--- config.mk ---
export PLATFORM = sky130hd
export DESIGN_NAME = serial_adder
export DESIGN_NICKNAME = d
export VERILOG_FILES = /design/src/rtl/serial_adder_pkg.sv /design/src/rtl/serial_adder_fa.sv /design/src/rtl/serial_adder.sv
export SDC_FILE = /design/constraint.sdc
export NUM_CORES = 1
export LEC_CHECK = 0
export BUFFER_PORTS_ARGS = -buffer_cell sky130_fd_sc_hd__buf_2
export CORE_UTILIZATION = 45
export CTS_CLUSTER_DIAMETER = 120
export DETAILED_ROUTE_END_ITERATION = 6
export PLACE_DENSITY = 0.68
export SLEW_MARGIN = 20
export SYNTH_ARGS = -nofsm -noshare
export SYNTH_HDL_FRONTEND = slang
export SYNTH_HIERARCHICAL = 1
export SYNTH_SLANG_ARGS = --single-unit
--- constraint.sdc ---
create_clock -name clk -period 2.5 [get_ports clk]
set_input_delay 0.25 -clock clk [delete_from_list [all_inputs] [get_ports clk]]
set_output_delay 0.25 -clock clk [all_outputs]
set_load 0.03 [all_outputs]
--- src/rtl/serial_adder_pkg.sv ---
// serial_adder_pkg: FSM state type and counter-width helper for serial_adder.
package serial_adder_pkg;

    typedef enum logic [1:0] {IDLE, RUN, DONE} state_e;

    function automatic int cnt_width(input int width);
        return $clog2(width);
    endfunction

endpackage

--- src/rtl/serial_adder_fa.sv ---
// serial_adder_fa: single-bit full adder cell used as the serial datapath.
module serial_adder_fa (
    input  logic a_i,
    input  logic b_i,
    input  logic c_i,
    output logic s_o,
    output logic co_o
);

    assign s_o  = a_i ^ b_i ^ c_i;
    assign co_o = (a_i & b_i) | (c_i & (a_i ^ b_i));

endmodule

--- src/rtl/serial_adder.sv ---
// serial_adder: bit-serial add of two WIDTH-bit operands, one bit per clock.
// Define SERIAL_ADDER_SUB_EN to add a 'sub' port for a - b.
module serial_adder
    import serial_adder_pkg::*;
#(
    parameter int WIDTH = 8
) (
    input  logic             clk,
    input  logic             rst_n,
    input  logic             start,
    input  logic [WIDTH-1:0] a_in,
    input  logic [WIDTH-1:0] b_in,
    input  logic             cin,
`ifdef SERIAL_ADDER_SUB_EN
    input  logic             sub,
`endif
    output logic             busy,
    output logic             done,
    output logic [WIDTH-1:0] sum_out,
    output logic             cout
);

    localparam int CW = cnt_width(WIDTH);

    state_e           state_q, state_d;
    logic [WIDTH-1:0] a_q, a_d, b_q, b_d, sum_q, sum_d;
    logic [WIDTH-2:0] s_q, s_d;
    logic [CW-1:0]    cnt_q, cnt_d;
    logic             carry_q, carry_d, cout_q, cout_d;
    logic             fa_s, fa_co;
    logic [WIDTH-1:0] b_load;
    logic             c_load;

`ifdef SERIAL_ADDER_SUB_EN
    assign b_load = sub ? ~b_in : b_in;
    assign c_load = sub ? 1'b1 : cin;
`else
    assign b_load = b_in;
    assign c_load = cin;
`endif

    serial_adder_fa u_fa (
        .a_i (a_q[0]),
        .b_i (b_q[0]),
        .c_i (carry_q),
        .s_o (fa_s),
        .co_o(fa_co)
    );

    always_comb begin
        state_d = state_q;
        a_d     = a_q;
        b_d     = b_q;
        s_d     = s_q;
        cnt_d   = cnt_q;
        carry_d = carry_q;
        sum_d   = sum_q;
        cout_d  = cout_q;
        case (state_q)
            IDLE: if (start) begin
                a_d     = a_in;
                b_d     = b_load;
                carry_d = c_load;
                cnt_d   = '0;
                state_d = RUN;
            end
            RUN: begin
                a_d     = a_q >> 1;
                b_d     = b_q >> 1;
                s_d     = (WIDTH-1)'({fa_s, s_q} >> 1);
                carry_d = fa_co;
                cnt_d   = cnt_q + CW'(1);
                if (cnt_q == CW'(WIDTH-1)) begin
                    sum_d   = {fa_s, s_q};
                    cout_d  = fa_co;
                    state_d = DONE;
                end
            end
            default: state_d = IDLE;
        endcase
    end

    always_ff @(posedge clk or negedge rst_n) begin
        if (!rst_n) begin
            state_q <= IDLE;
            a_q     <= '0;
            b_q     <= '0;
            s_q     <= '0;
            cnt_q   <= '0;
            carry_q <= 1'b0;
            sum_q   <= '0;
            cout_q  <= 1'b0;
        end else begin
            state_q <= state_d;
            a_q     <= a_d;
            b_q     <= b_d;
            s_q     <= s_d;
            cnt_q   <= cnt_d;
            carry_q <= carry_d;
            sum_q   <= sum_d;
            cout_q  <= cout_d;
        end
    end

    assign busy    = state_q != IDLE;
    assign done    = state_q == DONE;
    assign sum_out = sum_q;
    assign cout    = cout_q;

endmodule

[After elaboration in Yosys (flattened, before gate mapping)]
Cells that the tools add are included.
Cells by class
  equal/unequal tests: 5
  reduce and logical (&&, ||, !) cells: 6
  mux-type cells: 11
  add/subtract/negate cells: 1
  bitwise logic cells: 5
Operators with widths (number)
  8-bit one-hot mux with 2 select lines: 2
  8-bit 2-to-1 mux: 2
  3-bit one-hot mux with 2 select lines: 1
  2-bit AND reduction: 3
  2-bit 2-to-1 mux: 2
  2-bit inequality test (second input constant): 2
  2-bit one-hot mux with 2 select lines: 1
  2-bit nonzero test: 2
  3-bit by 1-bit adder with 3-bit output (second input constant): 1
  3-bit == test (second input constant): 1
  3-bit 2-to-1 mux: 1
  1-bit bitwise AND: 2
  2-bit by 1-bit == test with 1-bit output (second input constant): 1
  2-bit == test (second input constant): 1
  2-bit zero test: 1
  1-bit one-hot mux with 2 select lines: 1
  1-bit XOR: 2
  1-bit 2-to-1 mux: 1
  1-bit OR: 1
Word-level totals
  word-level logic and storage cells: 36
  register bits: 38

[Logic depth before layout (Yosys ltp)]
Gate-level depths: netlist (run 1).
  word-level depth: 4
  depth in mapped cells: 5
  mapped depth without buffers: 4

[Cells and area by module]
The synthesis (run 1) kept the hierarchy.
By module, submodules not included
  serial_adder: cells each 141, area an instance 1754.2 um^2, instances 1
  serial_adder_fa: cells each 1, area an instance 20.0 um^2, instances 1

[Worst setup path after synthesis (run 1)]
OpenSTA, ideal clock, no wires.
  path kind: register to register
  start point: register cnt_q[0]
  end point: register cout_q (netlist: cout)
  cell stages (with the launch flop): 6
  library setup time: 0.125 ns
  clock period less this slack: 1.471 ns
  path slack: 1.029 ns
  data required time: 2.375 ns
  arrival: 1.346 ns
  cell sequence: dfrtp_1 > ha_1 > ha_1 > nand3b_1 > buf_2 > mux2_2
On the way
  word-level cells in the longest chain between the ends: 2
Ends and longest elaborated chain
  start: declaration: RTL line serial_adder.sv:28  | logic [CW-1:0] cnt_q, cnt_d;
  start signal: assignment: RTL line serial_adder.sv:98  | cnt_q <= cnt_d;
  3-bit == test: RTL line serial_adder.sv:73  | if (cnt_q == CW'(WIDTH-1)) begin
  2-bit AND reduction (no line)
  end signal: assignment: RTL line serial_adder.sv:101  | cout_q <= cout_d;
  end: declaration: RTL line serial_adder.sv:29  | logic carry_q, carry_d, cout_q, cout_d;
Every way passes these cells.
A chain may end at the register's enable or synchronous reset.

[Final worst setup path (run 1)]
  start point: register state_q[0]
  end point: register sum_q[2] (netlist: sum_out[2])
On the way
  word-level cells in the longest chain between the ends: 2
Ends and longest elaborated chain
  start: declaration: RTL line serial_adder.sv:25  | state_e state_q, state_d;
  start signal: assignment: RTL line serial_adder.sv:94  | state_q <= state_d;
  2-bit by 1-bit == test with 1-bit output: RTL line serial_adder.sv:59  | case (state_q)
  2-bit AND reduction (no line)
  end signal: assignment: RTL line serial_adder.sv:100  | sum_q <= sum_d;
  end: declaration: RTL line serial_adder.sv:26  | logic [WIDTH-1:0] a_q, a_d, b_q, b_d, sum_q, sum_d;
Every way passes these cells.

==> metrics.cfg, run 1 <==
[run_status]
outcome = finished clean

[cts]
cts.clk_slew.worst_paths_ns = 0.07
cts_resized = 0
cts.hold.buffers_added = 0
cts_tree = yes
clkLatencyLatePin_ns = 0.29
clock-root-buffer = clkbuf_8
cts_max_level = 2
numCtsBuffers = 5
post_cts_buffers = 0
ctsLongestPathBuffers = 2
cts_sinks = 38

[worst_setup_path]
cp_num_buf_inv = 0
r2r-end = sum_out[2]
slowest_stage = dfrtp_1
endpoint = sum_out[2]
arrival_ns = 1.90
regToRegStartpoint = state_q[0]
cp_max_fo = 22
start_kind = register
r2r_slack_ns = 0.77
worst-path-stages = 2
critPathRequiredTime_ns = 2.68
crit_type = register to register
cpPeakStageDelay_ns = 0.69
worstSetupStartpoint = state_q[0]
path_cells = nand3b_1 > mux2_2
reg2regPathDepth = 2
cp_top_family = flip-flops
cp-end-kind = register

[cells_and_area]
diodes = 0
drive_gt1_frac = 0.367
n_fill_cell = 344
final_cell_mix = 38 x dfrtp_1, 30 x buf_2, 16 x mux2_2
nNetsFinal = 192
final_common_cell = dfrtp_1
synthToLayoutAreaGrowth_pct = 13.3

[timing]
slew_headroom = 0.446
rsz0062_at_grt = false
max_freq_mhz = 579
skew_ns = 0.00347
fin_crit_ns = 1.73
hold_viol = 0
slew_viol_final = 0
timing.setup.tns_ns = 0
setup_viol_count_final = 0
fin_crit_sh = 0.691
worst_pin_slew_ns = 0.832

[global_route]
grt_pass1_vias = 1200
grt_overflow = 0
antenna_found_initial = 0
gr-usage-all-layers = 0.181
grt_max_degree = 39
grt_pass1_wl_mm = 5.53

[power]
powerDensity_nw_per_um2 = 1260
leakagePower_nw = 0.908
max-vdd-ir-drop_mv = 0.469
power_mw = 2.54

[drt]
highest_layer = met4
vias = 1170
drc_errors = 0
vias_per_cell = 5.39
postRouteAntennaNets = 0
drt-total-wl_mm = 3.22
wl_met2_mm = 1.49
met1_length_mm = 1.52
first_iter_violations = 54
wl_met3_um = 135
wire_per_inst_um = 14.8
first_pass_iters = 4

[logic_synthesis]
synth_seq_area_share = 0.536
avgSynthCellArea_um2 = 12.5
synth_cells = 142
syn-num-nets = 165
netlist_area_um2 = 1770
synth-seq-cells = 38
yosysWarnings = 6
synth_cell_type_count = 29

[floorplan]
rows = 22
die_area_um2 = 4200
io_pins = 31
die_h_um = 64.8
dieWidth_um = 64.8
fp.coreArea_um2 = 3720
start_util = 0.477

[run]
maxCapViolCount = 0

[placed_design]
gp_congestion = 0.711
dp_hpwl_mm = 2.16
portBuffers = 30

[hold_path]
hold_class = input pin to asynchronous set/reset pin

[cell usage after synthesis]
library cell,number,area (um2)
mux2_2,16,180
fa_1,1,20.0
o21bai_2,1,11.3
inv_1,13,48.8
o2bb2ai_1,1,8.76
nand2_1,3,11.3
o211ai_1,1,7.51
nand3b_1,1,7.51
nor3b_1,11,82.6
or3b_1,1,8.76
nor2b_1,1,6.26
buf_2,7,35.0
ha_1,2,25.0
a22o_1,2,17.5
nand2b_1,3,18.8
a21oi_1,1,5.00
nor2b_2,1,8.76
or2_2,1,6.26
a211oi_1,11,82.6
buf_4,2,15.0
dfrtp_1,38,951
o221a_2,3,33.8
clkbuf_1,2,7.51
a221oi_1,1,8.76
o21ba_2,1,10.0
buf_6,1,11.3
or4b_1,3,30.0
nor4b_1,12,105
mux2i_1,1,10.0
[metrics by stage]
stage | hold WS (ns) | utilization | cells | area [um2] | worst slack [ns]
5_1_grt | 0.119 | 0.541 | 217 | 2010 | 0.642
6_report | 0.0568 | 0.541 | 217 | 2010 | 0.773
4_1_cts | 0.0756 | 0.541 | 217 | 2010 | 0.762
3_3_place_gp | 0.388 | 0.520 | 210 | 1930 | 0.798
3_5_place_dp | 0.399 | 0.520 | 210 | 1930 | 0.758
2_1_floorplan | -0.0456 | - | 142 | 1770 | 1.03
[where the power goes]
group,leakage [nW],internal (mW),switching (mW)
logic,0.418,0.490,0.550
clock network,0.0438,0.187,0.205
registers,0.445,0.913,0.191
total,0.908,1.59,0.946
[registers in the layout, indices dropped and copies added (netlist names)]
register and count:
a_q 8, s_q 7, b_q 8, cnt_q 3, state_q 2, cout 1
sum_out 8, carry_q 1
[final cells by class]
class,instances,area (um2),area share
sequential,38,951,0.473
tap,48,60.1,0.0299
timing repair buffer,32,165,0.0822
clock inverter,2,10.0,0.00498
clock buffer,5,68.8,0.0342
multi-input combinational,79,706,0.351
inverter,13,48.8,0.0243
[worst min-delay path by stage]
| stage | cells after the start | slack (ns) | to |
|---|---|---|---|
| 5_1_grt | 1 | 0.12 | s_q[1] |
| 4_1_cts | 1 | 0.08 | sum_out[0] |
| 3_3_place_gp | 1 | 0.39 | s_q[6] |
| 6_report | 1 | 0.06 | carry_q |
| 3_5_place_dp | 1 | 0.40 | carry_q |
| 2_1_floorplan | 0 | -0.05 | a_q[0] |
[kinds of logic after synthesis]
logic type / after synthesis / synth area share
DFF: 38 / 0.536
buffers and inverters: 25 / 0.0663
muxes: 17 / 0.107
adders and majority gates: 3 / 0.0254
AOI/OAI and AO/OA: 22 / 0.104
and+or+nand+nor: 37 / 0.161
[worst register-to-register path, cell delays in order (launching register included)]
cell and delay, ns:
dfrtp_1 0.69, nand3b_1 0.50, mux2_2 0.42
[layer usage]
layer / GRT usage / vias to the layer above
met5: 0 / -
met4: 0.0917 / 0
met3: 0.0581 / 6
met2: 0.268 / 20
met1: 0.237 / 577
li1: - / 567
(Power assumes the default switching activity.)
==> inputs of run 2 (changes only) <==
- PLACE_DENSITY: 0.68 -> 0.71
- clock period: 2.5 -> 1.5 ns (I/O delays scaled with it)
==> run 2 against run 1 <==
Combinational power up 96%. Utilization rose by 5.2 points. First-iteration DRC count up 87%. Wire length up 6.2%. Maximum frequency up 17%. Cell area is 9.6% higher. Via count grew 8.0%. Worst setup slack got worse by 0.75 ns. Non-clock buffer count rose by 11. Final cell count up 5.5%. Critical path type unchanged.
==> metrics.cfg, run 2 (same netlist as run 1, synthesis figures left out) <==
[drt]
vias_per_cell = 5.52  ; was 5.39
wire_per_inst_um = 14.9  ; was 14.8 um
postRouteAntennaNets = 0  ; unchanged
vias = 1264  ; was 1170
first_pass_iters = 4  ; unchanged
first_iter_violations = 101  ; was 54
drt-total-wl_mm = 3.42  ; was 3.22 mm
drc_errors = 0  ; unchanged

[cells_and_area]
fin_util = 0.593  ; was 0.541
drive_gt1_frac = 0.425  ; was 0.367
nNetsFinal = 203  ; was 192
n_fill_cell = 322  ; was 344
finalInstanceArea_um2 = 2200  ; was 2010 um2
synthToLayoutAreaGrowth_pct = 24.1  ; was 13.3%
multi_input_area_um2 = 724  ; was 706 um2
register_area_um2 = 953  ; was 951 um2
final_common_cell = dfrtp_1  ; unchanged
diodes = 0  ; unchanged
final_cell_mix = 36 x dfrtp_1, 29 x buf_2, 13 x mux2_2, 13 x inv_1, 12 x nor4b_1  ; was 38 x dfrtp_1, 30 x buf_2, 16 x mux2_2
instances_no_fill = 229  ; was 217

[placed_design]
place_area_um2 = 2030  ; was 1930 um2
post-place-ws_ns = -0.00737  ; was 0.758 ns
dp.cells = 217  ; was 210
dp_hpwl_mm = 2.45  ; was 2.16 mm
portBuffers = 30  ; unchanged
gp_congestion = 0.756  ; was 0.711

[worst_setup_path]
path_cells = ha_2 > ha_2 > nand3b_1 > buf_12 > mux2_2  ; was nand3b_1 > mux2_2
crit_type = register to register  ; unchanged
cpPeakStageDelay_ns = 0.39  ; was 0.69 ns
start_kind = register  ; unchanged
cpMostUsedCell = ha_2
worst-path-stages = 5  ; was 2
reg2regPathDepth = 5  ; was 2
arrival_ns = 1.65  ; was 1.90 ns
cp-end-kind = register  ; unchanged
r2r_slack_ns = 0.03  ; was 0.77 ns
cp_top_family = flip-flops  ; unchanged
r2r-end = cout  ; was sum_out[2]
regToRegStartpoint = cnt_q[0]  ; was state_q[0]
critPathRequiredTime_ns = 1.68  ; was 2.68 ns
cp_max_fo = 10  ; was 22
slowest_stage = dfrtp_1  ; unchanged
cp_num_buf_inv = 1  ; was 0

[power]
power_mw = 4.70  ; was 2.54 mW
powerDensity_nw_per_um2 = 2130  ; was 1260 nW/um2
max-vdd-ir-drop_mv = 0.838  ; was 0.469 mV
leakagePower_nw = 1.01  ; was 0.908 nW
power.share.switching = 0.354  ; was 0.373
netSwitchingPower_mw = 1.66  ; was 946 uW
pwr-share-clk = 0.181  ; was 0.154
sequentialPowerShare = 0.386  ; was 0.435
p_int_mw = 3.04  ; was 1.59 mW
pwr-share-comb = 0.433  ; was 0.410

[floorplan]
rows = 22  ; unchanged
die_h_um = 64.8  ; unchanged
start_util = 0.477  ; unchanged
fp.coreArea_um2 = 3720  ; unchanged
io_pins = 31  ; unchanged
die_area_um2 = 4200  ; unchanged
dieWidth_um = 64.8  ; unchanged

[cts]
clkLatencyLatePin_ns = 0.29  ; about the same
cts_max_level = 2  ; unchanged
clock-root-buffer = clkbuf_8  ; unchanged
cts_sinks = 38  ; unchanged
cts_tree = yes  ; unchanged
ctsLongestPathBuffers = 2  ; unchanged
numCtsBuffers = 5  ; unchanged
cts.clk_slew.worst_paths_ns = 0.07  ; about the same

[timing]
fin_crit_ns = 1.47  ; was 1.73 ns
fin_crit_sh = 0.982  ; was 0.691
skew_ns = 0.00284  ; was 0.00347 ns
slew_viol_final = 0  ; unchanged
max_freq_mhz = 679  ; was 579 MHz
rsz0062_at_grt = true  ; was false
hold_viol = 0  ; unchanged
hold-worst-slack_ns = 0.113  ; was 0.0568 ns
timing.setup.tns_ns = 0  ; unchanged
setup_viol_count_final = 0  ; unchanged
fin_ws_ns = 0.0274  ; was 0.773 ns
worst_pin_slew_ns = 0.434  ; was 0.832 ns
slew_headroom = 0.711  ; was 0.446

[run]
maxCapViolCount = 0  ; unchanged

[global_route]
grt_pass1_wl_mm = 5.75  ; was 5.53 mm
antenna_found_initial = 0  ; unchanged
grt_max_degree = 28  ; was 39
gr-usage-all-layers = 0.186  ; was 0.181
grt_overflow = 0  ; unchanged
grt_pass1_vias = 1227  ; was 1200

[hold_path]
hold_start = a_in[7]
hold_end = a_q[7]
hold_class = input pin to register  ; was input pin to asynchronous set/reset pin
min_path_cells = 3

[run_status]
outcome = finished clean  ; unchanged

-- run 2: cell count changes in the layout (fill, tap and decap cells not counted), moves of 3 or more --
cell,previous run,this run
mux2_4,0,3
buf_12,0,4
mux2_2,16,13
buf_4,2,8
-- run 2: layer usage --
layer | routed length (um) | up-vias | global-route usage
li1 | - | 595 | -
met1 | 1520 | 635 | 0.248
met2 | 1710 | 30 | 0.283
met3 | 132 | 4 | 0.0528
met4 | 52 | 0 | 0.0750
met5 | 0 | - | 0
-- run 2: power by group through the flow --
| stage | clock [mW] | sequential [mW] | combinational, mW |
|---|---|---|---|
| 6_report | 0.849 | 1.82 | 2.04 |
| 5_1_grt | 0.923 | 1.87 | 2.21 |
| 4_1_cts | 0.860 | 1.81 | 2.00 |
| 3_5_place_dp | 0 | 1.85 | 1.91 |
| 3_3_place_gp | 0 | 1.82 | 1.82 |
| 2_1_floorplan | 0 | 1.99 | 1.21 |
-- run 2: how the worst max path moves through the flow --
stage,startpoint,slack [ns],endpoint
floorplan,cnt_q[0],0.03,cout
global placement,cnt_q[0],0.06,cout
detailed placement,cnt_q[1],-0.007,sum_out[6]
CTS,cnt_q[1],0.007,sum_out[6]
global route,cnt_q[1],-0.01,sum_out[0]
finish,cnt_q[0],0.03,cout
-- run 2: area by class of cell --
type	instances	share of cell area
inverter	13	0.0222
clock inverter	3	0.0182
sequential	38	0.433
multi-input combinational	79	0.329
tap	48	0.0273
timing repair buffer	43	0.139
clock buffer	5	0.0313
-- run 2: worst reg2reg max path: stages (launching register included) --
cell and delay [ns]:
dfrtp_1 0.39, ha_2 0.19, ha_2 0.17, nand3b_1 0.13, buf_12 0.15, mux2_2 0.33
-- run 2: repair_timing --
action                                  CTS  global route
setup buffers                             2             1
pin swaps                                 0             1
endpoints found under the setup margin    6             9
resized for setup                         6             4
endpoints found under the hold margin    17             0
hold buffers                              1             0
==> inputs of run 3 (changes only) <==
- CORE_ASPECT_RATIO: unset -> 0.75
==> run 3 against run 2 <==
Final cell count grew 0.87%. Global-route usage grew 1.1 points. Clock skew grew 0.0017 ns. Highest routed layer unchanged. Sequential cell count stayed put. Wire length up 4.4%. Worst hold slack got worse by 0.010 ns.
==> metrics.cfg, run 3 (same netlist as run 1, synthesis figures left out) <==
[timing]
rsz0062_at_grt = false  ; was true
fin_crit_sh = 0.968  ; was 0.982
hold-worst-slack_ns = 0.103  ; was 0.113 ns
skew_ns = 0.00450  ; was 0.00284 ns
setup_viol_count_final = 0  ; unchanged
fin_ws_ns = 0.0479  ; was 0.0274 ns
max_freq_mhz = 689  ; was 679 MHz
slew_headroom = 0.716  ; was 0.711
hold_viol = 0  ; unchanged
slew_viol_final = 0  ; unchanged
fin_crit_ns = 1.45  ; was 1.47 ns
worst_pin_slew_ns = 0.426  ; was 0.434 ns

[floorplan]
rows = 19  ; was 22
fp.coreArea_um2 = 3710  ; was 3720 um2
die_h_um = 56.4  ; was 64.8 um
die_area_um2 = 4200  ; about the same
io_pins = 31  ; unchanged
dieWidth_um = 74.5  ; was 64.8 um
start_util = 0.478  ; was 0.477

[power]
leakagePower_nw = 0.976  ; was 1.01 nW
power_mw = 4.50  ; was 4.70 mW
max-vdd-ir-drop_mv = 0.809  ; was 0.838 mV
powerDensity_nw_per_um2 = 2090  ; was 2130 nW/um2

[cells_and_area]
final_common_cell = dfrtp_1  ; unchanged
nNetsFinal = 202  ; was 203
multi_input_area_um2 = 727  ; was 724 um2
drive_gt1_frac = 0.419  ; was 0.425
final_cell_mix = 36 x dfrtp_1, 29 x buf_2, 15 x mux2_2  ; was 36 x dfrtp_1, 29 x buf_2, 13 x mux2_2, 13 x inv_1, 12 x nor4b_1
diodes = 0  ; unchanged
instances_no_fill = 231  ; was 229
n_fill_cell = 325  ; was 322
synthToLayoutAreaGrowth_pct = 21.7  ; was 24.1%
register_area_um2 = 953  ; unchanged

[cts]
cts_tree = yes  ; unchanged
cts_sinks = 38  ; unchanged
clock-root-buffer = clkbuf_8  ; unchanged
ctsLongestPathBuffers = 2  ; unchanged
clkLatencyLatePin_ns = 0.30  ; was 0.29 ns
cts_max_level = 2  ; unchanged
numCtsBuffers = 5  ; unchanged
cts.clk_slew.worst_paths_ns = 0.07  ; about the same

[global_route]
grt_pass1_wl_mm = 6.04  ; was 5.75 mm
grt_max_degree = 27  ; was 28
grt_overflow = 0  ; unchanged
grt_pass1_vias = 1250  ; was 1227
antenna_found_initial = 0  ; unchanged
gr-usage-all-layers = 0.197  ; was 0.186

[worst_setup_path]
cp_max_fo = 10  ; unchanged
crit_type = register to register  ; unchanged
cp-end-kind = register  ; unchanged
slowest_stage = dfrtp_1  ; unchanged
start_kind = register  ; unchanged
path_cells = ha_2 > ha_4 > nand3b_1 > buf_12 > mux2_2  ; was ha_2 > ha_2 > nand3b_1 > buf_12 > mux2_2
cpPeakStageDelay_ns = 0.40  ; was 0.39 ns
arrival_ns = 1.63  ; was 1.65 ns
critPathRequiredTime_ns = 1.68  ; about the same

[hold_path]
hold_class = input pin to register  ; unchanged

[placed_design]
dp_hpwl_mm = 2.51  ; was 2.45 mm
post-place-ws_ns = -0.00822  ; was -0.00737 ns
gp_congestion = 0.741  ; was 0.756
portBuffers = 30  ; unchanged
dp.cells = 220  ; was 217

[drt]
first_pass_iters = 4  ; unchanged
first_iter_violations = 130  ; was 101
vias_per_cell = 5.32  ; was 5.52
wire_per_inst_um = 15.5  ; was 14.9 um
postRouteAntennaNets = 0  ; unchanged
drt-total-wl_mm = 3.57  ; was 3.42 mm
vias = 1228  ; was 1264
drc_errors = 0  ; unchanged

[run]
maxCapViolCount = 0  ; unchanged

[run_status]
outcome = finished clean  ; unchanged

-- run 3: per-stage QoR --
stage / cell area (um2) / util / TNS [ns]
after global placement: 2020 / 0.544 / 0
after floorplan: 1770 / - / 0
after CTS: 2140 / 0.576 / 0
after global routing: 2160 / 0.582 / 0
final: 2160 / 0.582 / 0
after detailed placement: 2020 / 0.544 / -0.00822
-- run 3: area by class of cell --
type / count / area share
Inverter: 13 / 0.0226
Clock buffer: 5 / 0.0319
Clock inverter: 2 / 0.00463
Timing Repair Buffer: 42 / 0.133
Tap cell: 52 / 0.0301
Multi-Input combinational cell: 79 / 0.337
Sequential cell: 38 / 0.441
-- run 3: worst paths after layout --
kind	start	endpoint	slack, ns	cells past startpoint
worst min-delay path	a_in[7]	a_q[7]	0.10	3
worst max-delay path	cnt_q[1]	sum_out[7]	0.05	5
min in group asynchronous	rst_n	s_q[3]	0.32	2
worst max register to register	cnt_q[1]	sum_out[7]	0.05	5
worst min register to register	sum_out[5]	sum_out[5]	0.50	1
max in group asynchronous	rst_n	state_q[0]	0.71	3
-- run 3: power by group --
part	internal, mW	switching (mW)	leakage (nW)
Clock	0.311	0.347	0.0438
Sequential	1.53	0.288	0.443
Combinational	0.995	1.04	0.489
Total	2.83	1.67	0.976
-- run 3: worst max-delay path, delay by kind of cell (launching register included) --
family	cells	cell delay, ns
DFF	1	0.40
adders and majority gates	2	0.34
and+or+nand+nor	1	0.12
muxes	1	0.33
buffers and inverters	1	0.14
-- run 3: timing repair --
item                       in CTS  in global routing
setup buffers                   2                  1
resized for setup               6                  3
cloned                          0                  0
hold buffers                    1                  0
hold endpoints to repair       16                  0
setup endpoints to repair       5                  9
-- run 3: metal layers --
metal	vias up	global-route usage	share of wire
met5	-	0	0
met4	0	0.0728	0.0084
met3	4	0.0592	0.031
met2	16	0.287	0.50
met1	618	0.276	0.46
li1	590	-	-
